File: config.mk
export PLATFORM = sky130hd
export DESIGN_NAME = multicycle_controller
export DESIGN_NICKNAME = d
export VERILOG_FILES = /design/src/rtl/multicycle_controller.sv
export SDC_FILE = /design/constraint.sdc
export NUM_CORES = 1
export LEC_CHECK = 0
export ABC_AREA = 1
export BUFFER_PORTS_ARGS = -buffer_cell sky130_fd_sc_hd__buf_2
export CAP_MARGIN = 30
export CORE_UTILIZATION = 55
export DETAILED_ROUTE_END_ITERATION = 6
export PLACE_DENSITY = 0.82
export SETUP_SLACK_MARGIN = 0.02
export SLEW_MARGIN = 20
export SYNTH_ARGS = -nofsm -noshare
export SYNTH_HDL_FRONTEND = slang
export SYNTH_SLANG_ARGS = --single-unit
File: constraint.sdc
create_clock -name clk -period 4.15 [get_ports clk]
set_input_delay 0.415 -clock clk [delete_from_list [all_inputs] [get_ports clk]]
set_output_delay 0.415 -clock clk [all_outputs]
set_load 0.01 [all_outputs]
File: src/rtl/multicycle_controller.sv
// multicycle_controller
//
// Main control FSM for the multicycle RISC-V core. Each instruction is walked
// through fetch, decode, execute, memory and write-back states; the datapath
// (register file, ALU, IR/PC) is steered by the outputs below.
//
// Optional feature: define CTRL_LUI_AUIPC_EN to decode LUI (0110111) and
// AUIPC (0010111). Without it both opcodes trap.
//
// Parameters
//   TIMEOUT    cycles a memory state may wait for mem_ready before trapping
//              (0 disables the timeout)
//   CNT_W      wait counter width
//
// Ports
//   clk         clock, rising edge
//   reset_n     synchronous active-low reset
//   opcode      IR[6:0]
//   mem_ready   memory completes the current request this cycle
//   mem_req     memory access requested
//   mem_we      write access
//   iord        memory address select: 0 = PC, 1 = ALUOut
//   ir_write    load IR from memory read data
//   pc_write    load PC
//   pc_src      PC source: 00 = ALU result, 01 = ALUOut
//   branch      conditional PC load
//   alu_src_a   00 = PC, 01 = rs1, 10 = oldPC, 11 = zero
//   alu_src_b   00 = rs2, 01 = const 4, 10 = immediate
//   alu_op      00 = add, 01 = branch, 10 = R/I-type, 11 = JAL/JALR
//   reg_write   write rd
//   mem_to_reg  rd data: 00 = ALUOut, 01 = MDR, 10 = PC
//   trap        sticky error (illegal opcode or memory timeout)
//   state       current state encoding, for debug
module multicycle_controller #(
    parameter int unsigned TIMEOUT = 16,
    parameter int unsigned CNT_W   = (TIMEOUT == 0) ? 1 : $clog2(TIMEOUT + 1)
) (
    input  logic       clk,
    input  logic       reset_n,
    input  logic [6:0] opcode,
    input  logic       mem_ready,
    output logic       mem_req,
    output logic       mem_we,
    output logic       iord,
    output logic       ir_write,
    output logic       pc_write,
    output logic [1:0] pc_src,
    output logic       branch,
    output logic [1:0] alu_src_a,
    output logic [1:0] alu_src_b,
    output logic [1:0] alu_op,
    output logic       reg_write,
    output logic [1:0] mem_to_reg,
    output logic       trap,
    output logic [3:0] state
);

    typedef enum logic [3:0] {
        StIdle    = 4'd0,
        StFetch   = 4'd1,
        StDecode  = 4'd2,
        StExecR   = 4'd3,
        StExecI   = 4'd4,
        StMemAddr = 4'd5,
        StMemRd   = 4'd6,
        StMemWr   = 4'd7,
        StWbAlu   = 4'd8,
        StWbMem   = 4'd9,
        StBranch  = 4'd10,
        StJal     = 4'd11,
        StJalr    = 4'd12,
        StTrap    = 4'd13,
        StLui     = 4'd14,
        StAuipc   = 4'd15
    } state_e;

    typedef struct packed {
        logic       mem_req;
        logic       mem_we;
        logic       iord;
        logic       pc_write;
        logic [1:0] pc_src;
        logic       branch;
        logic [1:0] alu_src_a;
        logic [1:0] alu_src_b;
        logic [1:0] alu_op;
        logic       reg_write;
        logic [1:0] mem_to_reg;
        logic       trap;
    } ctrl_t;

    localparam logic [6:0] OpR     = 7'b0110011;
    localparam logic [6:0] OpI     = 7'b0010011;
    localparam logic [6:0] OpLoad  = 7'b0000011;
    localparam logic [6:0] OpStore = 7'b0100011;
    localparam logic [6:0] OpBr    = 7'b1100011;
    localparam logic [6:0] OpJal   = 7'b1101111;
    localparam logic [6:0] OpJalr  = 7'b1100111;
`ifdef CTRL_LUI_AUIPC_EN
    localparam logic [6:0] OpLui   = 7'b0110111;
    localparam logic [6:0] OpAuipc = 7'b0010111;
`endif

    localparam logic [CNT_W-1:0] CntLast = CNT_W'(TIMEOUT - 1);

    state_e           state_q, state_d;
    logic [CNT_W-1:0] cnt_q, cnt_d;
    ctrl_t            ctrl_q, ctrl_d;
    logic             in_mem_state;
    logic             timeout_hit;

    assign in_mem_state = (state_q == StFetch) || (state_q == StMemRd) || (state_q == StMemWr);
    assign timeout_hit  = (TIMEOUT != 0) && (cnt_q == CntLast) && !mem_ready;

    // Next state
    always_comb begin
        state_d = state_q;
        unique case (state_q)
            StIdle:    state_d = StFetch;
            StFetch: begin
                if (mem_ready)        state_d = StDecode;
                else if (timeout_hit) state_d = StTrap;
            end
            StDecode: begin
                case (opcode)
                    OpR:             state_d = StExecR;
                    OpI:             state_d = StExecI;
                    OpLoad, OpStore: state_d = StMemAddr;
                    OpBr:            state_d = StBranch;
                    OpJal:           state_d = StJal;
                    OpJalr:          state_d = StJalr;
`ifdef CTRL_LUI_AUIPC_EN
                    OpLui:           state_d = StLui;
                    OpAuipc:         state_d = StAuipc;
`endif
                    default:         state_d = StTrap;
                endcase
            end
            StExecR, StExecI: state_d = StWbAlu;
            // IR is still held here, so the opcode picks load vs store.
            StMemAddr: state_d = (opcode == OpLoad) ? StMemRd : StMemWr;
            StMemRd: begin
                if (mem_ready)        state_d = StWbMem;
                else if (timeout_hit) state_d = StTrap;
            end
            StMemWr: begin
                if (mem_ready)        state_d = StFetch;
                else if (timeout_hit) state_d = StTrap;
            end
            StWbAlu, StWbMem, StBranch, StJal, StJalr: state_d = StFetch;
            StTrap:    state_d = StTrap;
            StLui, StAuipc: state_d = StWbAlu;
            default:   state_d = StTrap;
        endcase
    end

    // Wait counter: any state change clears it, so it starts at 0 on entry
    // to each memory state. Saturates rather than wrapping.
    always_comb begin
        cnt_d = cnt_q;
        if (state_d != state_q) begin
            cnt_d = '0;
        end else if (in_mem_state && !mem_ready && (cnt_q != '1)) begin
            cnt_d = cnt_q + 1'b1;
        end
    end

    // Outputs for the state being entered; registered so they are a pure
    // function of the state register.
    always_comb begin
        ctrl_d = '0;
        unique case (state_d)
            StIdle: ;
            StFetch: begin
                ctrl_d.mem_req   = 1'b1;
                ctrl_d.alu_src_b = 2'b01;
            end
            StDecode: begin
                ctrl_d.alu_src_a = 2'b10;
                ctrl_d.alu_src_b = 2'b10;
            end
            StExecR: begin
                ctrl_d.alu_src_a = 2'b01;
                ctrl_d.alu_op    = 2'b10;
            end
            StExecI: begin
                ctrl_d.alu_src_a = 2'b01;
                ctrl_d.alu_src_b = 2'b10;
                ctrl_d.alu_op    = 2'b10;
            end
            StMemAddr: begin
                ctrl_d.alu_src_a = 2'b01;
                ctrl_d.alu_src_b = 2'b10;
            end
            StMemRd: begin
                ctrl_d.mem_req = 1'b1;
                ctrl_d.iord    = 1'b1;
            end
            StMemWr: begin
                ctrl_d.mem_req = 1'b1;
                ctrl_d.mem_we  = 1'b1;
                ctrl_d.iord    = 1'b1;
            end
            StWbAlu: ctrl_d.reg_write = 1'b1;
            StWbMem: begin
                ctrl_d.reg_write  = 1'b1;
                ctrl_d.mem_to_reg = 2'b01;
            end
            StBranch: begin
                ctrl_d.alu_src_a = 2'b01;
                ctrl_d.alu_op    = 2'b01;
                ctrl_d.branch    = 1'b1;
                ctrl_d.pc_src    = 2'b01;
            end
            StJal: begin
                ctrl_d.reg_write  = 1'b1;
                ctrl_d.mem_to_reg = 2'b10;
                ctrl_d.pc_write   = 1'b1;
                ctrl_d.pc_src     = 2'b01;
                ctrl_d.alu_op     = 2'b11;
            end
            StJalr: begin
                ctrl_d.alu_src_a  = 2'b01;
                ctrl_d.alu_src_b  = 2'b10;
                ctrl_d.alu_op     = 2'b11;
                ctrl_d.reg_write  = 1'b1;
                ctrl_d.mem_to_reg = 2'b10;
                ctrl_d.pc_write   = 1'b1;
            end
            StTrap: ctrl_d.trap = 1'b1;
            StLui: begin
                ctrl_d.alu_src_a = 2'b11;
                ctrl_d.alu_src_b = 2'b10;
            end
            StAuipc: begin
                ctrl_d.alu_src_a = 2'b10;
                ctrl_d.alu_src_b = 2'b10;
            end
            default: ;
        endcase
    end

    always_ff @(posedge clk) begin
        if (!reset_n) begin
            state_q <= StIdle;
            cnt_q   <= '0;
            ctrl_q  <= '0;
        end else begin
            state_q <= state_d;
            cnt_q   <= cnt_d;
            ctrl_q  <= ctrl_d;
        end
    end

    // IR/PC load in FETCH must coincide with the cycle the read data is valid.
    assign ir_write   = (state_q == StFetch) && mem_ready;
    assign pc_write   = ctrl_q.pc_write || ((state_q == StFetch) && mem_ready);

    assign mem_req    = ctrl_q.mem_req;
    assign mem_we     = ctrl_q.mem_we;
    assign iord       = ctrl_q.iord;
    assign pc_src     = ctrl_q.pc_src;
    assign branch     = ctrl_q.branch;
    assign alu_src_a  = ctrl_q.alu_src_a;
    assign alu_src_b  = ctrl_q.alu_src_b;
    assign alu_op     = ctrl_q.alu_op;
    assign reg_write  = ctrl_q.reg_write;
    assign mem_to_reg = ctrl_q.mem_to_reg;
    assign trap       = ctrl_q.trap;
    assign state      = state_q;

endmodule

Word-level counts from Yosys, hierarchy flattened
Cells that the tools add are included.

Memories: 0. Logic and storage cells: 97. Output and inout port bits: 22. Register bits: 26. RAM bits: 0. Latch bits: 0. ROM bits: 0.

Divide/modulo/power cells: 0. Reductions and logical operators: 22. Multiply operators: 0. Muxes and demuxes: 19. Add/sub/neg operators: 1. Shift operators: 0. Equal/unequal tests: 40. Magnitude comparators: 0. Bitwise gates (word level): 1.

Operators with widths (number): equality test 4 bit, second input constant (16); equality test 4 x 3 -> 1 bit, second input constant (8); case mux 4 bit (8 select lines) (1); case mux 4 bit (6 select lines) (1); equality test 7 bit, second input constant (3); equality test 4 x 2 -> 1 bit, second input constant (4); two-way mux 4 bit (4); equality test 7 x 6 -> 1 bit, second input constant (2); OR reduction 2 bit (7); case mux 2 bit (3 select lines) (2); OR reduction 6 bit (2); two-way mux 1 bit (9); equality test 4 x 1 -> 1 bit, second input constant (2); case mux 2 bit (2 select lines) (2); OR reduction 4 bit (2); equality test 7 x 2 -> 1 bit, second input constant (1); equality test 7 x 5 -> 1 bit, second input constant (1); adder 5 x 1 -> 5 bit, second input constant (1); equality test 5 x 4 -> 1 bit, second input constant (1); inequality test 5 bit, second input constant (1); OR reduction 5 bit (1); logical AND 1 bit (4); logical NOT 4 bit (1); inequality test 4 bit (1); other kinds (4) (6).

Depth between registers and ports, before layout
Gate-level depths: netlist (run 1).

Depth after elaboration: 8. Depth in mapped cells: 18.

Worst setup path after synthesis (run 1)
No wires, ideal clock.

Kind: register -> register. Start: register cnt_q[0]. End: register ctrl_q (netlist bit alu_src_a[0]). Cell stages (with the launch flop): 16. Data required time: 4.038 ns. Path buffers: 0. Library setup time: 0.112 ns. Arrival time: 1.801 ns. Path slack: 2.237 ns. Clock period less this slack: 1.913 ns. Path through: dfxtp_1 -> ha_1 -> inv_1 -> nor2_1 -> ha_1 -> inv_1 -> nand2_1 -> o21ai_0 -> nand2_1 -> o21ai_4 -> or2_4 -> nor2_4 -> nor2_1 -> nand2_1 -> nand2_1 -> nand2_1.

Word-level cells in the longest chain between the ends: 8.

RTL lines: from (decl) (line 107) `logic [CNT_W-1:0] cnt_q, cnt_d;`; from (signal assigned) (line 250) `cnt_q <= cnt_d;`; equality test 5 x 4 -> 1 bit * (line 113) `assign timeout_hit = (TIMEOUT != 0) && (cnt_q == CntLast) && !mem_ready;`; logical AND 1 bit * (line 113); two-way mux 4 bit * (line 122, 144, 148); two-way mux 4 bit, on equally long branches (line 147, 121, 143); case mux 4 bit (8 select lines) * (line 118) `unique case (state_q)`; equality test 4 bit, or another cell as far along (line 172) `unique case (state_d)`; OR reduction 5 bit (no source line) / OR reduction 2 bit (equally long branches); case mux 2 bit (3 select lines) * (line 172); to (signal assigned) (line 251) `ctrl_q <= ctrl_d;`; to (decl) (line 108) `ctrl_t ctrl_q, ctrl_d;`.

Mark *: on every way between the ends. The rest lies on a longest branch, timed or not. A chain may end at the register's enable or synchronous reset.

Final worst setup path (run 1)
Start: register cnt_q[0]. End: register ctrl_q (netlist bit alu_op[1]).

Word-level cells in the longest chain between the ends: 8.

RTL lines (line): equality test 5 x 4 -> 1 bit * (113); logical AND 1 bit * (113); two-way mux 4 bit * (122, 144, 148); two-way mux 4 bit, on equally long branches (147, 121, 143); case mux 4 bit (8 select lines) * (118); equality test 4 bit, or another cell as far along (172); OR reduction 2 bit (no source line); case mux 2 bit (3 select lines) * (172).

Marks and branches as above.

==> results of run 1 <==
cell families after synthesis:
| family | count (synthesis) |
|---|---|
| DFF | 24 |
| xor gates and xnor gates | 4 |
| buffers and inverters | 30 |
| adders and majority gates | 3 |
| other | 1 |
| muxes | 1 |
| AOI/OAI and AO/OA | 22 |
| and+or+nand+nor | 109 |
cell type report:
type	count	share of cell area, %
Sequential cell	24	31.6
Clock buffer	4	2.38
Timing Repair Buffer	30	9.87
Tap cell	28	2.30
Multi-Input combinational cell	140	46.5
Inverter	29	7.32
critical path, cell delays in order, from the launching register on:
cell and delay, ns:
dfxtp_1 0.36, ha_1 0.20, inv_1 0.06, nor2_1 0.07, ha_1 0.19, inv_1 0.07, nand2_1 0.08, o21ai_0 0.22
nand2_1 0.14, o21ai_4 0.25, nor2_1 0.09, inv_1 0.12, nor2_1 0.08, o21ai_2 0.18, o21ai_1 0.09
report_power, final:
group / internal [mW] / leakage, nW / switching, mW / total [mW]
Clock: 0.0536 / 0.0210 / 0.0634 / 0.117
Combinational: 0.188 / 0.581 / 0.371 / 0.558
Sequential: 0.281 / 0.195 / 0.0387 / 0.320
Total: 0.522 / 0.797 / 0.473 / 0.995
synth_stat cells, types with 2 or more instances:
| master | count | area [um2] |
|---|---|---|
| inv_2 | 5 | 18.8 |
| nor3_2 | 2 | 20.0 |
| nor2_4 | 2 | 22.5 |
| o21ai_1 | 3 | 15.0 |
| xor2_1 | 3 | 26.3 |
| nor2_1 | 40 | 150 |
| nor3_1 | 2 | 10.0 |
| dfxtp_1 | 24 | 480 |
| nor2_2 | 4 | 25.0 |
| nand4_1 | 2 | 12.5 |
| a21oi_1 | 5 | 25.0 |
| nand3b_1 | 2 | 15.0 |
| ha_1 | 3 | 37.5 |
| inv_1 | 23 | 86.3 |
| nand2_2 | 2 | 12.5 |
| o21ai_0 | 9 | 45.0 |
| nand2_1 | 45 | 169 |
| nand3_1 | 5 | 25.0 |
worst max path at each step:
stage,end,cells past startpoint,slack (ns)
5_1_grt,alu_src_a[0]$_SDFF_PN0_,16,1.71
2_1_floorplan,alu_src_a[0]$_SDFF_PN0_,15,2.24
3_3_place_gp,alu_op[1]$_SDFF_PN0_,14,2.04
3_5_place_dp,alu_op[1]$_SDFF_PN0_,14,1.97
4_1_cts,alu_op[1]$_SDFF_PN0_,14,1.94
6_report,alu_op[1]$_SDFF_PN0_,14,1.84
per-layer routing:
layer / up-vias / track usage [%] / part of all wire, % / routed length, um
li1: 664 / - / - / -
met1: 594 / 27.9 / 44 / 1250
met2: 37 / 44.0 / 52 / 1480
met3: 4 / 4.85 / 3.8 / 110
met4: 0 / 8.33 / 0.80 / 23
met5: - / 0 / 0 / 0
==> out/metrics.csv, run 1 <==
stage,metric,value,unit
run_status,status,completed,
synth,"flops & latches, synth",24,
critical_path,Worst setup startpoint,cnt_q[0]$_SDFFE_PP0P_,
critical_path,R2R depth,14,
place,post-place setup slack,1.97,ns
synth,ys async rst share,0,%
synth,area of the mapped netlist,0.00131,mm2
pwr,VDD IR-drop max,0.474,mV
final_layout,most flop-heavy register,cnt_q,
global_routing,grt ovf,0,
final_layout,Layout Nets,241,
synth,simple-gate share of the synthesized area,37.2,%
floorplan,Core Region,0.00223,mm2
sta,RSZ-0062 raised after global routing,false,
place,Final HPWL DP,2300,um
final_layout,"Design Area, Final",0.00152,mm2
cts,"Setup Fix Bufs, Post-CTS",0,
place,Buffers on Ports,30,
cts,Worst-path clk slew,0.12,ns
global_routing,first-pass GRT wire length,4770,um
final_layout,Fillers,201,
sta,Period minus WS final,2.31,ns
pwr,overall power,0.995,mW
cts,Post-CTS Hold Fix Bufs,0,
critical_path,Crit Reg-Reg Endpoint,alu_op[1]$_SDFF_PN0_,
synth,mux share of post-synthesis cell area,0.861,%
routing,DR vias/cell,5.09,
synth,cell count after synthesis,194,
worst_hold_path,hold_sp,reset_n,
synth,compound-cell area share of the yosys netlist,10.2,%
cts,number of gates resized after cts,0,
floorplan,die area,0.00258,mm2
routing,DR DRC count,0,
critical_path,Worst setup SP type,flop,
place,Placement Cell Area,0.00149,mm2
critical_path,critical path endpoint category,flop,
run,max-cap violation count,0,
critical_path,crit-path max FO,6,
synth,Ys Warns,0,
worst_hold_path,hold endpoint,state[0]$_SDFF_PN0_,
synth,"Seq/Total Area, Yosys",36.7,%
floorplan,Cell Rows,17,
sta,final hold slack,0.403,ns
floorplan,effective utilization at floorplan,58.5,%
cts,clk sinks,24,
synth,post-synthesis adder-cell area fraction,2.87,%
floorplan,die height,50.8,um
final_layout,register area,480,um2
sta,Final period util,55.7,%
synth,distinct cell type count after synthesis,31,
sta,Setup TNS,0,ns
place,GP Congestion,0.904,
routing,Via Count,1299,
pwr,leakage,0.797,nW
critical_path,FF-to-FF setup slack,1.84,ns
routing,Pre-Repair DR Iteration Count,4,
sta,clk_skew,0.00123,ns
sta,Final WS setup,1.84,ns
synth,"Top FF cell, synth",dfxtp_1,
global_routing,overall routing resource usage,24.2,%
synth,Synth Area per Inst,6.74,um2
cts,clock tree buffer depth,2,
pwr,power per standard cell area,654,mW/mm2
sta,final hold vios,0,
critical_path,Worst Path Arrival,2.51,ns
final_layout,area of the multi-input gates,708,um2
final_layout,number of diodes,0,
global_routing,initial antenna violation count,0,
final_layout,Final Non-Filler Cells,255,
worst_hold_path,Worst Hold Depth,3,
final_layout,Largest register FFs,5,
critical_path,Setup CP Type,flop to flop,
critical_path,Reg-to-Reg Start,cnt_q[0]$_SDFFE_PP0P_,
synth,post-synthesis xor/xnor area fraction,2.68,%
cts,Clock Tree Root,clkbuf_4,
routing,drt total wl,2870,um
final_layout,"most common cell after layout, fill and taps aside",nand2_1,
routing,"antenna viol nets, final",0,
sta,pins over their slew limit,0,
final_layout,most frequent cells in the layout,"45 x nand2_1, 40 x nor2_1, 30 x buf_2",
final_layout,share of layout cells above drive strength 1,25.1,%
worst_hold_path,hold crit path type,primary input to flop,
synth,largest family of logic cells by synthesized area,simple AND/OR/NAND/NOR gates,
place,Post-Place Cells,251,
final_layout,fin util,68.1,%
synth,Post-synth EDFFs,0,
cts,H-Tree Depth,1,
cts,clk_lat worst skew,0.31,ns
routing,initial DRC count,38,
critical_path,WP data required,4.35,ns
global_routing,vias in the first global route,1191,
synth,syn nets,207,
cts,TritonCTS clock tree,built,
final_layout,area growth from synthesis to layout,16.4,%
cts,TritonCTS buffer count,3,
sta,Fmax,0.433,GHz
floorplan,num ports,32,
global_routing,largest net degree at the start of global routing,14,
floorplan,Die Wd,50.8,um
sta,Final Setup Violations,0,
routing,routed wire length per instance,11.3,um
(Power assumes the default switching activity.)
==> inputs of run 2 (changes only) <==
ABC_AREA = 0   (was 1)
CORE_UTILIZATION = 52   (was 55)
PLACE_DENSITY = 0.78   (was 0.82)
clock period = 2.4 ns   (was 4.15 ns; I/O delays follow)
==> run 2 against run 1 <==
Effect of this change:
- synthesized area rose by 4.2%
- die area is 9.8% higher
- sequential share of layout area shrank 2.3 points
- register-to-register slack got worse by 1.7 ns
- final area is 8.6% higher
- synthesized cell count decreased by 18%
==> out/metrics.csv, run 2 <==
stage,metric,value,unit,change
final_layout,"most common cell after layout, fill and taps aside",buf_2,,was nand2_1
synth,Synth Area per Inst,8.52,um2,was 6.74 um2
global_routing,first-pass GRT wire length,4970,um,was 4770 um
cts,clk sinks,24,,unchanged
synth,Ys Warns,0,,unchanged
final_layout,number of diodes,0,,unchanged
synth,cell with the most instances after synthesis,dfxtp_1,,was nand2_1
critical_path,Worst path slowest cell,dfxtp_2,,was dfxtp_1
sta,Period minus WS final,2.29,ns,was 2.31 ns
critical_path,Setup CP Type,flop to flop,,unchanged
critical_path,Worst setup SP type,flop,,unchanged
floorplan,Cell Rows,18,,was 17
routing,"antenna viol nets, final",0,,unchanged
cts,clock tree buffer depth,2,,unchanged
pwr,power per standard cell area,610,mW/mm2,was 654 mW/mm2
cts,TritonCTS clock tree,built,,unchanged
run,max-cap violation count,0,,unchanged
routing,initial DRC count,40,,was 38
critical_path,CP cell instances,ha_1 > and3_1 > ha_4 > or2_1 > or3_1 > o211ai_1 > o2111ai_2 > a2111oi_4,,was ha_1 > inv_1 > nor2_1 > ha_1 > inv_1 > nand2_1 > o21ai_0 > nand2_1 > o21ai_4 > nor2_1 > inv_1 > nor2_1 > o21ai_2 > o21ai_1
synth,post-synth top area share,35.3,%,was 36.7%
sta,clk_skew,0.00177,ns,was 0.00123 ns
synth,"top cells by area, synth","dfxtp_1 35%, nor2_1 4.1%, nor4_1 3.2%",,"was dfxtp_1 37%, nand2_1 13%, nor2_1 11%"
global_routing,initial antenna violation count,0,,unchanged
synth,"Seq/Total Area, Yosys",35.3,%,was 36.7%
pwr,overall power,1.01,mW,was 0.995 mW
synth,"flops & latches, synth",24,,unchanged
final_layout,Fillers,218,,was 201
final_layout,"Design Area, Final",0.00165,mm2,was 0.00152 mm2
floorplan,die height,53.2,um,was 50.8 um
worst_hold_path,hold_sp,reset_n,,unchanged
critical_path,Worst Path Arrival,2.51,ns,about the same
sta,slew at the pin with the worst max-slew slack,0.601,ns,
cts,Worst-path clk slew,0.13,ns,was 0.12 ns
synth,cell count after synthesis,160,,was 194
cts,Clock Tree Root,clkbuf_4,,unchanged
critical_path,crit-path max FO,5,,was 6
critical_path,max incr delay on CP,0.36,ns,about the same
synth,commonest cells in the netlist,"24 x dfxtp_1, 15 x nor2_1, 9 x nand2_1",,"was 45 x nand2_1, 40 x nor2_1, 24 x dfxtp_1"
place,Placement Cell Area,0.00155,mm2,was 0.00149 mm2
critical_path,Worst setup startpoint,cnt_q[0]$_SDFFE_PP0P_,,unchanged
synth,area of the mapped netlist,0.00136,mm2,was 0.00131 mm2
final_layout,area growth from synthesis to layout,21.2,%,was 16.4%
synth,syn nets,173,,was 207
global_routing,grt ovf,0,,unchanged
floorplan,Die Wd,53.2,um,was 50.8 um
sta,final hold vios,0,,unchanged
routing,Via Count,1323,,"was 1,299"
cts,TritonCTS buffer count,3,,unchanged
global_routing,overall routing resource usage,24.4,%,was 24.2%
place,Final HPWL DP,2420,um,was 2300 um
final_layout,most flop-heavy register,cnt_q,,unchanged
sta,Slew HR,59.8,%,
critical_path,WP data required,2.62,ns,was 4.35 ns
cts,H-Tree Depth,1,,unchanged
global_routing,vias in the first global route,1086,,"was 1,191"
synth,"area leader, netlist",dfxtp_1,,unchanged
routing,DR DRC count,0,,unchanged
critical_path,Reg-to-Reg Start,cnt_q[0]$_SDFFE_PP0P_,,unchanged
routing,routed wire length per instance,15.0,um,was 11.3 um
place,Buffers on Ports,30,,unchanged
sta,RSZ-0062 raised after global routing,true,,was false
synth,"Top FF cell, synth",dfxtp_1,,unchanged
run_status,status,completed,,unchanged
place,GP Congestion,0.896,,was 0.904
cts,clk_lat worst skew,0.31,ns,about the same
synth,Post-synth EDFFs,0,,unchanged
floorplan,Core Region,0.00248,mm2,was 0.00223 mm2
floorplan,die area,0.00283,mm2,was 0.00258 mm2
sta,Final period util,95.5,%,was 55.7%
routing,Pre-Repair DR Iteration Count,4,,unchanged
pwr,VDD IR-drop max,0.498,mV,was 0.474 mV
final_layout,Layout Nets,205,,was 241
sta,pins over their slew limit,0,,unchanged
floorplan,effective utilization at floorplan,55.0,%,was 58.5%
final_layout,share of layout cells above drive strength 1,28.8,%,was 25.1%
routing,drt total wl,3310,um,was 2870 um
final_layout,most frequent cells in the layout,"30 x buf_2, 22 x dfxtp_1, 15 x nor2_1",,"was 45 x nand2_1, 40 x nor2_1, 30 x buf_2"
worst_hold_path,hold crit path type,primary input to flop,,unchanged
critical_path,critical path endpoint category,flop,,unchanged
sta,Final Setup Violations,0,,unchanged
synth,ys async rst share,0,%,unchanged
pwr,leakage,0.720,nW,was 0.797 nW
routing,DR vias/cell,5.99,,was 5.09
sta,Fmax,0.436,GHz,was 0.433 GHz
final_layout,Largest register FFs,5,,unchanged
floorplan,num ports,32,,unchanged
synth,distinct cell type count after synthesis,52,,was 31
global_routing,largest net degree at the start of global routing,21,,was 14
==> run 2: cell types whose count changed after synthesis, moves of 4 or more <==
cell / before / now
nor2_2: 4 / 0
buf_2: 0 / 4
and3_1: 0 / 4
nand2b_1: 0 / 5
nor2b_1: 0 / 4
inv_1: 23 / 6
inv_2: 5 / 0
nand2_1: 45 / 9
nor4_1: 0 / 7
nor2_1: 40 / 15
==> run 2: path summary, 6_finish.rpt <==
kind | to | slack [ns] | cells after the start
setup / recovery | cnt_q[1]$_SDFFE_PP0P_ | 0.11 | 8
setup reg to reg | cnt_q[1]$_SDFFE_PP0P_ | 0.11 | 8
hold / removal | alu_src_b[1]$_SDFF_PN0_ | 0.24 | 2
hold reg to reg | cnt_q[0]$_SDFFE_PP0P_ | 0.56 | 2
==> run 2: logic make-up after synthesis <==
family	synth area share (%)
AO/OA/AOI/OAI	22.3
XOR/XNOR	2.57
adder cells (fa/ha/maj)	2.76
buffers and inverters	5.88
flip-flops	35.3
multiplexers	2.20
other	0.275
AND/OR/NAND/NOR	28.7
==> run 2: cell type report <==
class	count	area, um2	area share [%]
Clock inverter	1	30.0	1.82
Multi-Input combinational cell	120	853	51.7
Clock buffer	3	22.5	1.36
Tap cell	30	37.5	2.27
Sequential cell	24	483	29.2
Inverter	6	22.5	1.36
Timing Repair Buffer	37	203	12.3
==> run 2: critical path, delay by kind of cell (launching register included) <==
| family | cells | cell delay [ns] |
|---|---|---|
| simple gates | 3 | 0.77 |
| compound gates | 3 | 0.69 |
| fa+ha+maj | 2 | 0.38 |
| flops | 1 | 0.36 |
==> run 2: where the power goes <==
group / internal (mW) / switching, mW
clock network: 0.169 / 0.123
logic: 0.110 / 0.177
registers: 0.421 / 0.00768
total: 0.701 / 0.308
==> run 2: metal layers <==
layer / track usage (%) / share of wire, % / vias to the layer above
li1: - / - / 643
met1: 32.9 / 45 / 608
met2: 40.1 / 47 / 64
met3: 3.45 / 6.6 / 8
met4: 6.58 / 1.0 / 0
met5: 0 / 0 / -
==> run 2: per-stage QoR <==
step / cells / TNS, ns / hold slack [ns] / util [%] / worst slack, ns
floorplan: 160 / 0 / 0.479 / - / 0.251
global placement: 217 / 0 / 0.494 / 62.4 / 0.138
detailed placement: 217 / 0 / 0.522 / 62.4 / 0.0477
CTS: 221 / 0 / 0.230 / 64.8 / 0.0363
global route: 221 / -0.0124 / 0.234 / 66.7 / -0.0124
finish: 221 / 0 / 0.235 / 66.7 / 0.109
==> run 2: repair_timing <==
action                                  in CTS  in global routing
endpoints found under the setup margin       1                 12
setup buffers                                0                  0
resized for setup                            1                  8
pin swaps                                    0                  5
hold buffers                                 0                  0
==> inputs of run 3 (changes only) <==
CORE_UTILIZATION = 47   (was 52)
PLACE_DENSITY = 0.74   (was 0.78)
clock period = 1.94 ns   (was 2.4 ns; I/O delays follow)
==> run 3 against run 2 <==
Effect of this change:
- the run now ends with negative setup slack left
- worst setup slack got worse by 0.34 ns
- fmax rose by 5.4%
- routed wire length increased by 17%
- final area is 19% higher
- largest cell class unchanged
- highest routed layer unchanged
==> out/metrics.csv, run 3 (synthesis gave the netlist of run 2 again) <==
stage,metric,value,unit,change
final_layout,number of diodes,0,,unchanged
final_layout,Largest register FFs,5,,unchanged
global_routing,vias in the first global route,1392,,"was 1,086"
critical_path,Buffers & Inverters on Critical Path,2,,was 0
final_layout,most frequent cells in the layout,"30 x buf_2, 28 x buf_4, 22 x dfxtp_1",,"was 30 x buf_2, 22 x dfxtp_1, 15 x nor2_1"
sta,Final Setup Violations,19,,was 0
critical_path,Reg-to-Reg Start,cnt_q[0]$_SDFFE_PP0P_,,unchanged
place,GP Congestion,0.889,,was 0.896
sta,Final WS setup,-0.234,ns,was 0.109 ns
critical_path,Setup CP Type,flop to flop,,unchanged
floorplan,die height,55.8,um,was 53.2 um
pwr,leakage,0.863,nW,was 0.720 nW
place,post-place setup slack,-0.228,ns,was 0.0477 ns
cts,H-Tree Depth,1,,unchanged
final_layout,most flop-heavy register,cnt_q,,unchanged
cts,TritonCTS buffer count,3,,unchanged
worst_hold_path,hold endpoint,alu_src_b[1]$_SDFF_PN0_,,unchanged
critical_path,Worst Path Arrival,2.45,ns,was 2.51 ns
routing,Via Count,1455,,"was 1,323"
routing,initial DRC count,53,,was 40
critical_path,WP data required,2.21,ns,was 2.62 ns
final_layout,Final Non-Filler Cells,247,,was 221
floorplan,Core Region,0.00276,mm2,was 0.00248 mm2
final_layout,Fillers,212,,was 218
worst_hold_path,hold_sp,reset_n,,unchanged
floorplan,num ports,32,,unchanged
global_routing,initial antenna violation count,0,,unchanged
final_layout,"Design Area, Final",0.00196,mm2,was 0.00165 mm2
critical_path,R2R depth,10,,was 8
pwr,VDD IR-drop max,0.731,mV,was 0.498 mV
worst_hold_path,hold crit path type,primary input to flop,,unchanged
place,Buffers on Ports,30,,unchanged
final_layout,"most common cell after layout, fill and taps aside",buf_2,,unchanged
sta,slew at the pin with the worst max-slew slack,0.594,ns,was 0.601 ns
critical_path,FF-to-FF setup slack,-0.23,ns,was 0.11 ns
final_layout,share of layout cells above drive strength 1,45.8,%,was 28.8%
routing,DR vias/cell,5.89,,was 5.99
cts,clk sinks,24,,unchanged
place,Placement Cell Area,0.00173,mm2,was 0.00155 mm2
pwr,power per standard cell area,702,mW/mm2,was 610 mW/mm2
critical_path,crit-path max FO,5,,unchanged
global_routing,first-pass GRT wire length,6030,um,was 4970 um
critical_path,critical path endpoint category,flop,,unchanged
sta,clk_skew,0.00191,ns,was 0.00177 ns
floorplan,Die Wd,55.8,um,was 53.2 um
global_routing,grt ovf,0,,unchanged
sta,Fmax,0.460,GHz,was 0.436 GHz
cts,Clock Tree Root,clkbuf_4,,unchanged
run,max-cap violation count,0,,unchanged
global_routing,overall routing resource usage,24.5,%,was 24.4%
floorplan,die area,0.00312,mm2,was 0.00283 mm2
run_status,failing checks,negative setup slack,,
critical_path,max incr delay on CP,0.36,ns,about the same
place,Final HPWL DP,2630,um,was 2420 um
pwr,overall power,1.38,mW,was 1.01 mW
critical_path,Crit Reg-Reg Endpoint,mem_req$_SDFF_PN0_,,was cnt_q[1]$_SDFFE_PP0P_
sta,Period minus WS final,2.17,ns,was 2.29 ns
final_layout,area growth from synthesis to layout,44.1,%,was 21.2%
sta,final hold vios,0,,unchanged
sta,RSZ-0062 raised after global routing,true,,unchanged
sta,Setup TNS,-2.27,ns,was 0 ns
routing,"antenna viol nets, final",0,,unchanged
routing,routed wire length per instance,15.7,um,was 15.0 um
routing,drt total wl,3890,um,was 3310 um
worst_hold_path,Worst Hold Depth,2,,unchanged
routing,Pre-Repair DR Iteration Count,4,,unchanged
global_routing,largest net degree at the start of global routing,21,,unchanged
critical_path,Worst setup SP type,flop,,unchanged
critical_path,CP top delay family,compound AO/OA/AOI/OAI gates,,was simple AND/OR/NAND/NOR gates
cts,Worst-path clk slew,0.13,ns,about the same
critical_path,CP cell instances,ha_4 > and3_4 > ha_4 > or2_4 > o22a_2 > o32a_1 > buf_4 > buf_4 > nor2_2 > o211a_1,,was ha_1 > and3_1 > ha_4 > or2_1 > or3_1 > o211ai_1 > o2111ai_2 > a2111oi_4
floorplan,effective utilization at floorplan,49.4,%,was 55.0%
place,Post-Place Cells,236,,was 217
sta,Slew HR,60.2,%,was 59.8%
critical_path,Worst path slowest cell,dfxtp_2,,unchanged
routing,DR DRC count,0,,unchanged
floorplan,Cell Rows,19,,was 18
run_status,status,finished with violations,,was completed
sta,Final period util,112,%,was 95.5%
sta,pins over their slew limit,0,,unchanged
cts,clk_lat worst skew,0.31,ns,about the same
final_layout,Layout Nets,230,,was 205
cts,TritonCTS clock tree,built,,unchanged
cts,clock tree buffer depth,2,,unchanged
## run 3: layer usage
| metal | global-route usage, % | vias to the layer above | share of wire, % |
|---|---|---|---|
| met5 | 0 | - | 0 |
| li1 | - | 693 | - |
| met3 | 3.49 | 20 | 4.9 |
| met1 | 27.8 | 687 | 40 |
| met2 | 45.4 | 55 | 52 |
| met4 | 10.8 | 0 | 3.4 |
## run 3: metrics by stage
step | hold slack [ns] | utilization (%)
6_report | 0.227 | 71.2
5_1_grt | 0.232 | 71.2
4_1_cts | 0.205 | 67.5
3_5_place_dp | 0.532 | 62.9
3_3_place_gp | 0.540 | 62.9
2_1_floorplan | 0.488 | -
## run 3: worst max-delay path by stage
stage,start,to,slack [ns],cells past startpoint
after global placement,cnt_q[1]$_SDFFE_PP0P_,alu_src_b[1]$_SDFF_PN0_,-0.14,9
after floorplan,cnt_q[0]$_SDFFE_PP0P_,cnt_q[1]$_SDFFE_PP0P_,-0.05,8
after CTS,cnt_q[1]$_SDFFE_PP0P_,alu_src_b[1]$_SDFF_PN0_,-0.20,9
after detailed placement,cnt_q[0]$_SDFFE_PP0P_,cnt_q[0]$_SDFFE_PP0P_,-0.23,9
after global routing,cnt_q[0]$_SDFFE_PP0P_,cnt_q[1]$_SDFFE_PP0P_,-0.30,9
final,cnt_q[0]$_SDFFE_PP0P_,mem_req$_SDFF_PN0_,-0.23,10
## run 3: final cells by class
cell class	count	area (um2)	area share [%]
multi-input combinational	120	961	48.9
sequential	24	483	24.6
timing repair buffer	62	405	20.7
tap	31	38.8	1.98
clock inverter	1	30.0	1.53
clock buffer	3	22.5	1.15
inverter	6	22.5	1.15
## run 3: timing repair
item / 4_1_cts / 5_1_grt
hold buffers: 0 / 0
hold endpoints to repair: 0 / 0
setup endpoints to repair: 22 / 23
gates resized for setup: 10 / 18
pin swaps: 5 / 6
cloned: 0 / 0
buffers inserted: 5 / 2
## run 3: power breakdown
| part | switching [mW] | internal (mW) | total [mW] | leakage, nW |
|---|---|---|---|---|
| sequential | 0.0106 | 0.521 | 0.532 | 0.196 |
| clock | 0.151 | 0.209 | 0.360 | 0.0279 |
| combinational | 0.271 | 0.216 | 0.487 | 0.639 |
## run 3: worst register-to-register path, stage by stage, from the launching register on
cell     delay [ns]
dfxtp_2        0.36
ha_4           0.15
and3_4         0.19
ha_4           0.18
or2_4          0.23
o22a_2         0.28
o32a_1         0.24
buf_4          0.17
buf_4          0.13
nor2_2         0.07
o211a_1        0.15
